==> config.mk <==
export PLATFORM = sky130hd
export DESIGN_NAME = div_s_iter
export DESIGN_NICKNAME = d
export VERILOG_FILES = /design/src/rtl/div_s_iter_pkg.sv /design/src/rtl/div_s_iter.sv
export SDC_FILE = /design/constraint.sdc
export NUM_CORES = 1
export LEC_CHECK = 0
export CORE_MARGIN = 5
export CORE_UTILIZATION = 58
export CTS_BUF_LIST = sky130_fd_sc_hd__clkbuf_16
export DETAILED_ROUTE_END_ITERATION = 10
export PLACE_DENSITY = 0.81
export SLEW_MARGIN = 20
export SYNTH_ARGS = -nofsm -noshare
export SYNTH_HDL_FRONTEND = slang
export SYNTH_SLANG_ARGS = --single-unit
==> constraint.sdc <==
create_clock -name clk -period 3.1 [get_ports clk]
set_clock_uncertainty 0.15 [all_clocks]
set_input_delay 0.465 -clock clk [delete_from_list [all_inputs] [get_ports clk]]
set_output_delay 0.465 -clock clk [all_outputs]
set_load 0.03 [all_outputs]
==> src/rtl/div_s_iter_pkg.sv <==
// Shared fixed-point definitions for the basic-op blocks: FSM states, Q15 constants,
// operand classification and the default iteration count.
package div_s_iter_pkg;

  typedef enum logic [1:0] {
    IDLE = 2'd0,
    RUN  = 2'd1,
    DONE = 2'd2
  } state_e;

  typedef enum logic [1:0] {
    OP_NORM = 2'd0,
    OP_EQ   = 2'd1,
    OP_ZERO = 2'd2,
    OP_ERR  = 2'd3
  } opclass_e;

  localparam logic signed [15:0] MAX_16  = 16'sh7FFF;
  localparam logic signed [15:0] ZERO_16 = 16'sh0000;

  localparam int unsigned ITER_DEFAULT = 15;

endpackage

==> src/rtl/div_s_iter.sv <==
// Iterative Q15 fractional divider (restoring shift/subtract, one quotient bit per cycle)
// with fixed latency for every operand case, including special and error operands.
module div_s_iter
  import div_s_iter_pkg::*;
#(
  parameter int unsigned ITER = ITER_DEFAULT
) (
  input  logic               clk,
  input  logic               reset,
  input  logic               start,
  input  logic signed [15:0] num,
  input  logic signed [15:0] den,
  output logic               busy,
  output logic               done,
  output logic signed [15:0] quo,
  output logic               err
);

  localparam int unsigned CW = (ITER < 2) ? 1 : $clog2(ITER + 1);

  state_e             state_q, state_d;
  opclass_e           opc_q,   opc_d;
  logic [CW-1:0]      cnt_q,   cnt_d;
  logic [31:0]        rem_q,   rem_d;
  logic [31:0]        div_q,   div_d;
  logic [15:0]        qacc_q,  qacc_d;
  logic               busy_q,  busy_d;
  logic               done_q,  done_d;
  logic signed [15:0] quo_q,   quo_d;
  logic               err_q,   err_d;
  logic [31:0]        rem_sh;

  always_ff @(posedge clk or posedge reset) begin
    if (reset) begin
      state_q <= IDLE;
      opc_q   <= OP_NORM;
      cnt_q   <= '0;
      rem_q   <= '0;
      div_q   <= '0;
      qacc_q  <= '0;
      busy_q  <= 1'b0;
      done_q  <= 1'b0;
      quo_q   <= ZERO_16;
      err_q   <= 1'b0;
    end else begin
      state_q <= state_d;
      opc_q   <= opc_d;
      cnt_q   <= cnt_d;
      rem_q   <= rem_d;
      div_q   <= div_d;
      qacc_q  <= qacc_d;
      busy_q  <= busy_d;
      done_q  <= done_d;
      quo_q   <= quo_d;
      err_q   <= err_d;
    end
  end

  always_comb begin
    state_d = state_q;
    opc_d   = opc_q;
    cnt_d   = cnt_q;
    rem_d   = rem_q;
    div_d   = div_q;
    qacc_d  = qacc_q;
    busy_d  = busy_q;
    done_d  = 1'b0;
    quo_d   = quo_q;
    err_d   = err_q;
    rem_sh  = rem_q << 1;

    case (state_q)
      IDLE: begin
        if (start) begin
          state_d = RUN;
          cnt_d   = '0;
          rem_d   = {16'b0, num};
          div_d   = {16'b0, den};
          qacc_d  = '0;
          busy_d  = 1'b1;
          // Special cases are classified here; the datapath still runs all
          // iterations so every operand pair sees the same latency.
          if (num[15] || den[15] || (den == ZERO_16) || (num > den))
            opc_d = OP_ERR;
          else if (num == den)
            opc_d = OP_EQ;
          else if (num == ZERO_16)
            opc_d = OP_ZERO;
          else
            opc_d = OP_NORM;
        end
      end

      RUN: begin
        if (cnt_q == CW'(ITER)) begin
          state_d = DONE;
          done_d  = 1'b1;
          case (opc_q)
            OP_ERR:  begin quo_d = ZERO_16;          err_d = 1'b1; end
            OP_EQ:   begin quo_d = MAX_16;           err_d = 1'b0; end
            OP_ZERO: begin quo_d = ZERO_16;          err_d = 1'b0; end
            default: begin quo_d = $signed(qacc_q);  err_d = 1'b0; end
          endcase
        end else begin
          cnt_d = cnt_q + CW'(1);
          if (rem_sh >= div_q) begin
            rem_d  = rem_sh - div_q;
            qacc_d = {qacc_q[14:0], 1'b1};
          end else begin
            rem_d  = rem_sh;
            qacc_d = {qacc_q[14:0], 1'b0};
          end
        end
      end

      DONE: begin
        state_d = IDLE;
        busy_d  = 1'b0;
      end

      default: begin
        state_d = IDLE;
        busy_d  = 1'b0;
      end
    endcase
  end

  assign busy = busy_q;
  assign done = done_q;
  assign quo  = quo_q;
  assign err  = err_q;

endmodule
; ---- Word-level counts from Yosys, hierarchy flattened
; Index checks and enable logic that the tools add are counted.
[word_totals]
regBits = 90
inputBits = 35
word_cells = 60
output_inout_bits = 19
[op_classes]
eq_ne = 9
muxes = 23
n_bitwise = 1
reduce_logical = 13
order_cmp = 2
addsub = 2
[ops]
columns = operator, n
row1 = 31-bit 2-to-1 mux, 3
row2 = 16-bit case mux with 2 select lines, 2
row3 = 31-bit case mux with 2 select lines, 1
row4 = 32-bit by 16-bit greater-or-equal comparator with 1-bit output, 1
row5 = 16-bit logical NOT, 2
row6 = 16-bit 2-to-1 mux, 2
row7 = 31-bit by 16-bit subtractor with 31-bit output, 1
row8 = 16-bit == test, 1
row9 = 16-bit > comparator, 1
row10 = 2-bit 2-to-1 mux, 5
row11 = 4-bit 2-to-1 mux, 2
row12 = 4-bit case mux with 2 select lines, 1
row13 = 2-bit AND reduction, 4
row14 = 2-bit inequality test (second input constant), 3
row15 = 1-bit 2-to-1 mux, 5
row16 = 4-bit by 1-bit adder with 4-bit output (second input constant), 1
row17 = 2-bit by 1-bit == test with 1-bit output (second input constant), 2
row18 = 2-bit == test (second input constant), 2
row19 = 4-bit == test (second input constant), 1
row20 = 2-bit case mux with 2 select lines, 1
row21 = 1-bit logical OR, 3
row22 = 3-bit AND reduction, 1
row23 = 2-bit logical NOT, 1
row24 = 1-bit case mux with 2 select lines, 1
row25 = other kinds (3), 3

; ---- Logic depth before layout (Yosys ltp)
[logic_depth]
depth_word = 4
ltp_mapped = 12
ltp_nobuf = 9

; ---- Worst setup path after synthesis
; OpenSTA, ideal clock, no wires.
[synth_timing]
path_type = register -> register
from = register rem_q[0]
to = register rem_q[22]
slack_ns = 0.431
n_path_buf = 0
stages_incl_launch_ff = 9
t_arrival_ns = 2.393
required_ns = 2.824
path_cell_list = dfrtp_1 > fa_1 > a211oi_1 > nor2_1 > o21ai_1 > o21ai_0 > a211oi_4 > a21oi_1 > a221o_1
[synth_via]
elab_chain_len = 4
word_cells_on_any_way = 5
cone_classes = add/sub: 1 / order compare: 1 / mux: 3
[synth_lines]
columns = element, line
row1 = start: declaration, div_s_iter.sv:24  ; logic [31:0] rem_q, rem_d;
row2 = start signal: assignment, div_s_iter.sv:49  ; rem_q <= rem_d;
row3 = 31-bit by 16-bit subtractor with 31-bit output / 32-bit by 16-bit greater-or-equal comparator with 1-bit output (equally long branches), "div_s_iter.sv:107, div_s_iter.sv:106"
row4 = 31-bit 2-to-1 mux *, div_s_iter.sv:106  ; if (rem_sh >= div_q) begin
row5 = 31-bit 2-to-1 mux *, div_s_iter.sv:95  ; if (cnt_q == CW'(ITER)) begin
row6 = 31-bit case mux with 2 select lines *, div_s_iter.sv:72  ; case (state_q)
; Mark *: on every way between the ends. The rest lies on a longest branch, timed or not. The select of a mux whose other input is x is not followed.
; A chain may end at the register's enable or synchronous reset.

; ---- Worst setup path in the final report
[layout_timing]
from = register div_q[0]
to = register rem_q[22]
[layout_via]
elab_chain_len = 4
word_cells_on_any_way = 5
cone_classes = add/sub: 1 / order compare: 1 / mux: 3
[layout_lines]
columns = element, line
row1 = start: declaration, div_s_iter.sv:25  ; logic [31:0] div_q, div_d;
row2 = start signal: assignment, div_s_iter.sv:50  ; div_q <= div_d;
row3 = 31-bit by 16-bit subtractor with 31-bit output / 32-bit by 16-bit greater-or-equal comparator with 1-bit output (equally long branches), "div_s_iter.sv:107, div_s_iter.sv:106"
row4 = 31-bit 2-to-1 mux *, div_s_iter.sv:106
row5 = 31-bit 2-to-1 mux *, div_s_iter.sv:95
row6 = 31-bit case mux with 2 select lines *, div_s_iter.sv:72
; Marked as above.

==> metrics.md <==
| Metric | Value |
|---|---|
| Least-Margin Pin Slew | roughly 0.66 ns |
| Vert. Die Dim | 108 um |
| Critical Path Max Stage Delay | 0.47 ns |
| CP max stage cell | fa_1 |
| DP HPWL | 10,900 um |
| Root buf cell | clkbuf_16 |
| Clock Tree Buf Depth | 2 |
| Gate count of the mapped netlist | 653 |
| DR iter-0 viols | 375 |
| RePlAce Congestion | 0.906 |
| Slew HR | 0.557 |
| Vias in the first global route | between 5k and 6k |
| Total track usage | 0.271 |
| Vias | slightly above 5k |
| Drt pass-1 iters | 5 |
| Crit-path max FO | 7 |
| Final std cells w/o fill | approximately 850 |
| #FFs+latches synth | 90 |
| Worst Path Buf+Inv | 3 |
| CP cell instances | inv_1 > fa_1 > a211oi_1 > nor2_2 > o21ai_1 > buf_4 > a21o_4 > a211oi_4 > buf_4 > and2_1 > a221o_1 |
| Sequential fraction of the synthesis area | 0.406 |
| Synth Area in XOR/XNOR | 0.0221 |
| CP top delay family | compound AO/OA/AOI/OAI gates |
| ANT nets after route | 0 |
| Clk Latency, worst-skew pair | approximately 0.35 ns |
| Adder-Cell Fraction of Synth Area | 0.0802 |
| Hold Buf Count CTS | 0 |
| Die Wd | ~110 um |
| Antenna cells | 0 |
| Post-place setup slack | -0.0429 ns |
| Fraction of the mapped netlist area in simple logic gates | 0.226 |
| Wire per inst | approximately 17 um |
| Fmax | ~330 MHz |
| CP Launch Type | flip-flop |
| Placed Instances | 837 |
| Post-synth cell types | 64 |
| Synthesized cell area | 0.00555 mm2 |
| Largest net degree at the start of global routing | 64 |
| Fin Hold WS | roughly 0.30 ns |
| Tcrit/Tclk final | 0.971 |
| Full die area | 0.0116 mm2 |
| Switching power | 3.62 mW |
| Max-slew violations | 0 |
| Sink Count | 90 |
| Critical path type | flip-flop to flip-flop |
| Setup TNS | 0 ns |
| Crit path top cell by count | buf_4 |
| Buffers on Ports | 53 |
| Gate power share | 0.572 |
| Syn_nets | between 700 and 800 |
| Tmin final | 3.01 ns |
| Sw frac | 0.459 |
| Placed cell area | 0.00639 mm2 |
| Row cnt | 35 |
| EDFF count, synth | 0 |
| Critical path arrival | around 3.1 ns |
| Global route overflow | 0 |
| Hold WC Path Type | primary input to asynchronous set/reset pin |
| Total wire length | 14,800 um |
| Main synth FF type | dfrtp_1 |
| PnR Total Power | 7.87 mW |
| I/O Pins | 54 |
| Final core occ | 0.721 |
| Postcts setup bufs | 0 |
| Fin nets | about 790 |
| Layout cell share with drive strength beyond 1 | 0.0967 |
| Mux share of post-synthesis cell area | 0.0162 |
| Pint | 4.25 mW |
| Fin area | 0.00670 mm2 |
| Cts bufs inserted | 9 |
| Synth Warn # | 0 |
| CP required | between 3 and 4 ns |
| Synth Area in Compound Gates | 0.192 |
| Main combinational cell family by area after synthesis | simple AND/OR/NAND/NOR gates |
| Seq pwr share | 0.284 |
| Status | completed |
| Avg Cell Area, Syn | 8.50 um2 |
| Post-CTS sizing | 0 |
| Final WS setup | about 0.09 ns |
| Core Area | 0.00928 mm2 |
| Antenna violations before repair | 0 |
| Max IR drop VDD | 0.516 mV |
| Residual DRC | 0 |
| Worst setup EP type | flip-flop |
| Fin. Hold Viols | 0 |
| Via/cell ratio | 5.96 |
| Max_cap viols | 0 |
| Endpoints failing setup | 0 |
| CTS clk-pin slew, worst paths | 0.07 ns |
| First-pass GRT wire length | 25,100 um |
| Leakage | between 3 and 4 nW |
| Clk pwr share | 0.144 |
| H-tree depth | 3 |
| Initial Util | 0.598 |
| Asr flop ratio synth | 1.00 |
| PwrDens | 1180 mW/mm2 |
| CTS tree | done |
| Layout area overhead | 20.6% |
-- power by group through the flow --
stage	Sequential, mW	Combinational (mW)	Clock, mW
final	2.23	4.50	1.13
after floorplan	2.26	3.06	0
after CTS	2.22	4.45	1.14
after global routing	2.31	4.98	1.20
after global placement	2.21	4.24	0
after detailed placement	2.24	4.40	0
-- routing by layer --
| metal | GRT usage | vias up | share of wire |
|---|---|---|---|
| met4 | 0.0965 | 0 | 0.025 |
| li1 | - | 2438 | - |
| met2 | 0.456 | 191 | 0.49 |
| met5 | 0 | - | 0 |
| met3 | 0.0450 | 30 | 0.056 |
| met1 | 0.351 | 2428 | 0.43 |
-- final timing paths --
path | startpoint | to | slack (ns) | depth (start not counted)
setup / recovery | div_q[0]$_DFFE_PP0P_ | rem_q[22]$_DFFE_PP0P_ | 0.09 | 11
hold / removal | reset | quo[4]$_DFFE_PP0P_ | 0.30 | 2
setup reg to reg | div_q[0]$_DFFE_PP0P_ | rem_q[22]$_DFFE_PP0P_ | 0.09 | 11
hold reg to reg | err$_DFFE_PP0P_ | err$_DFFE_PP0P_ | 0.32 | 2
max in group asynchronous | reset | div_q[5]$_DFFE_PP0P_ | 1.81 | 3
min in group clk | err$_DFFE_PP0P_ | err$_DFFE_PP0P_ | 0.32 | 2
-- layout by cell type (no fill, tap or decap), types with 8 or more instances in the layout --
master           count
buf_4               39
ha_1                34
clkbuf_16            9
a31oi_1             10
dfrtp_1             90
a21oi_1             31
nor3_1              10
nand2_1            107
nor2_1              53
clkdlybuf4s50_1     53
o31ai_1             17
nand3_1             28
nor4_1              11
o21ai_0             40
o211ai_1             8
inv_1               41
nand4_1             10
a21o_1              11
mux2i_1              9
-- logic make-up after synthesis --
logic type,after synthesis
buffers and inverters,79
XOR/XNOR,14
AO/OA/AOI/OAI,161
AND/OR/NAND/NOR,265
flip-flops,90
multiplexers,9
adder cells (fa/ha/maj),35
-- registers in the layout (all words and copies together), names as in the netlist --
name / cells
rem_q: 31
quo: 16
div_q: 16
qacc_q: 16
cnt_q: 4
opc_q: 2
state_q: 2
err: 1
busy: 1
done: 1
-- cells in the mapped netlist, drive strengths merged (3+ instances only) --
cell,instances,area [um2]
dfrtp,90,2250
or2,3,18.8
and2,5,31.3
nor4,13,103
nand2b,4,25.0
nor2b,5,31.3
o211ai,9,72.6
and3,8,50.1
xor2,7,61.3
o21a,3,22.5
nor3b,4,30.0
o21ai,42,210
nand4,10,62.6
o31ai,17,128
mux2i,9,90.1
inv,41,154
clkbuf,27,103
a32oi,4,35.0
xnor2,7,61.3
a21oi,31,155
nand2,107,402
a31oi,10,62.6
nor2,55,206
nand3,28,140
a21o,12,97.6
o22ai,7,43.8
a211oi,5,50.1
ha,34,425
or3,6,42.5
buf,11,63.8
nor3,10,50.1
-- final cells by class --
type,count,area (um2)
clock inverter,7,75.1
inverter,41,155
timing repair buffer,93,843
fill,724,2590
multi-input combinational,484,2990
sequential,90,2250
clock buffer,9,225
tap,129,161
(Power assumes the default switching activity.)
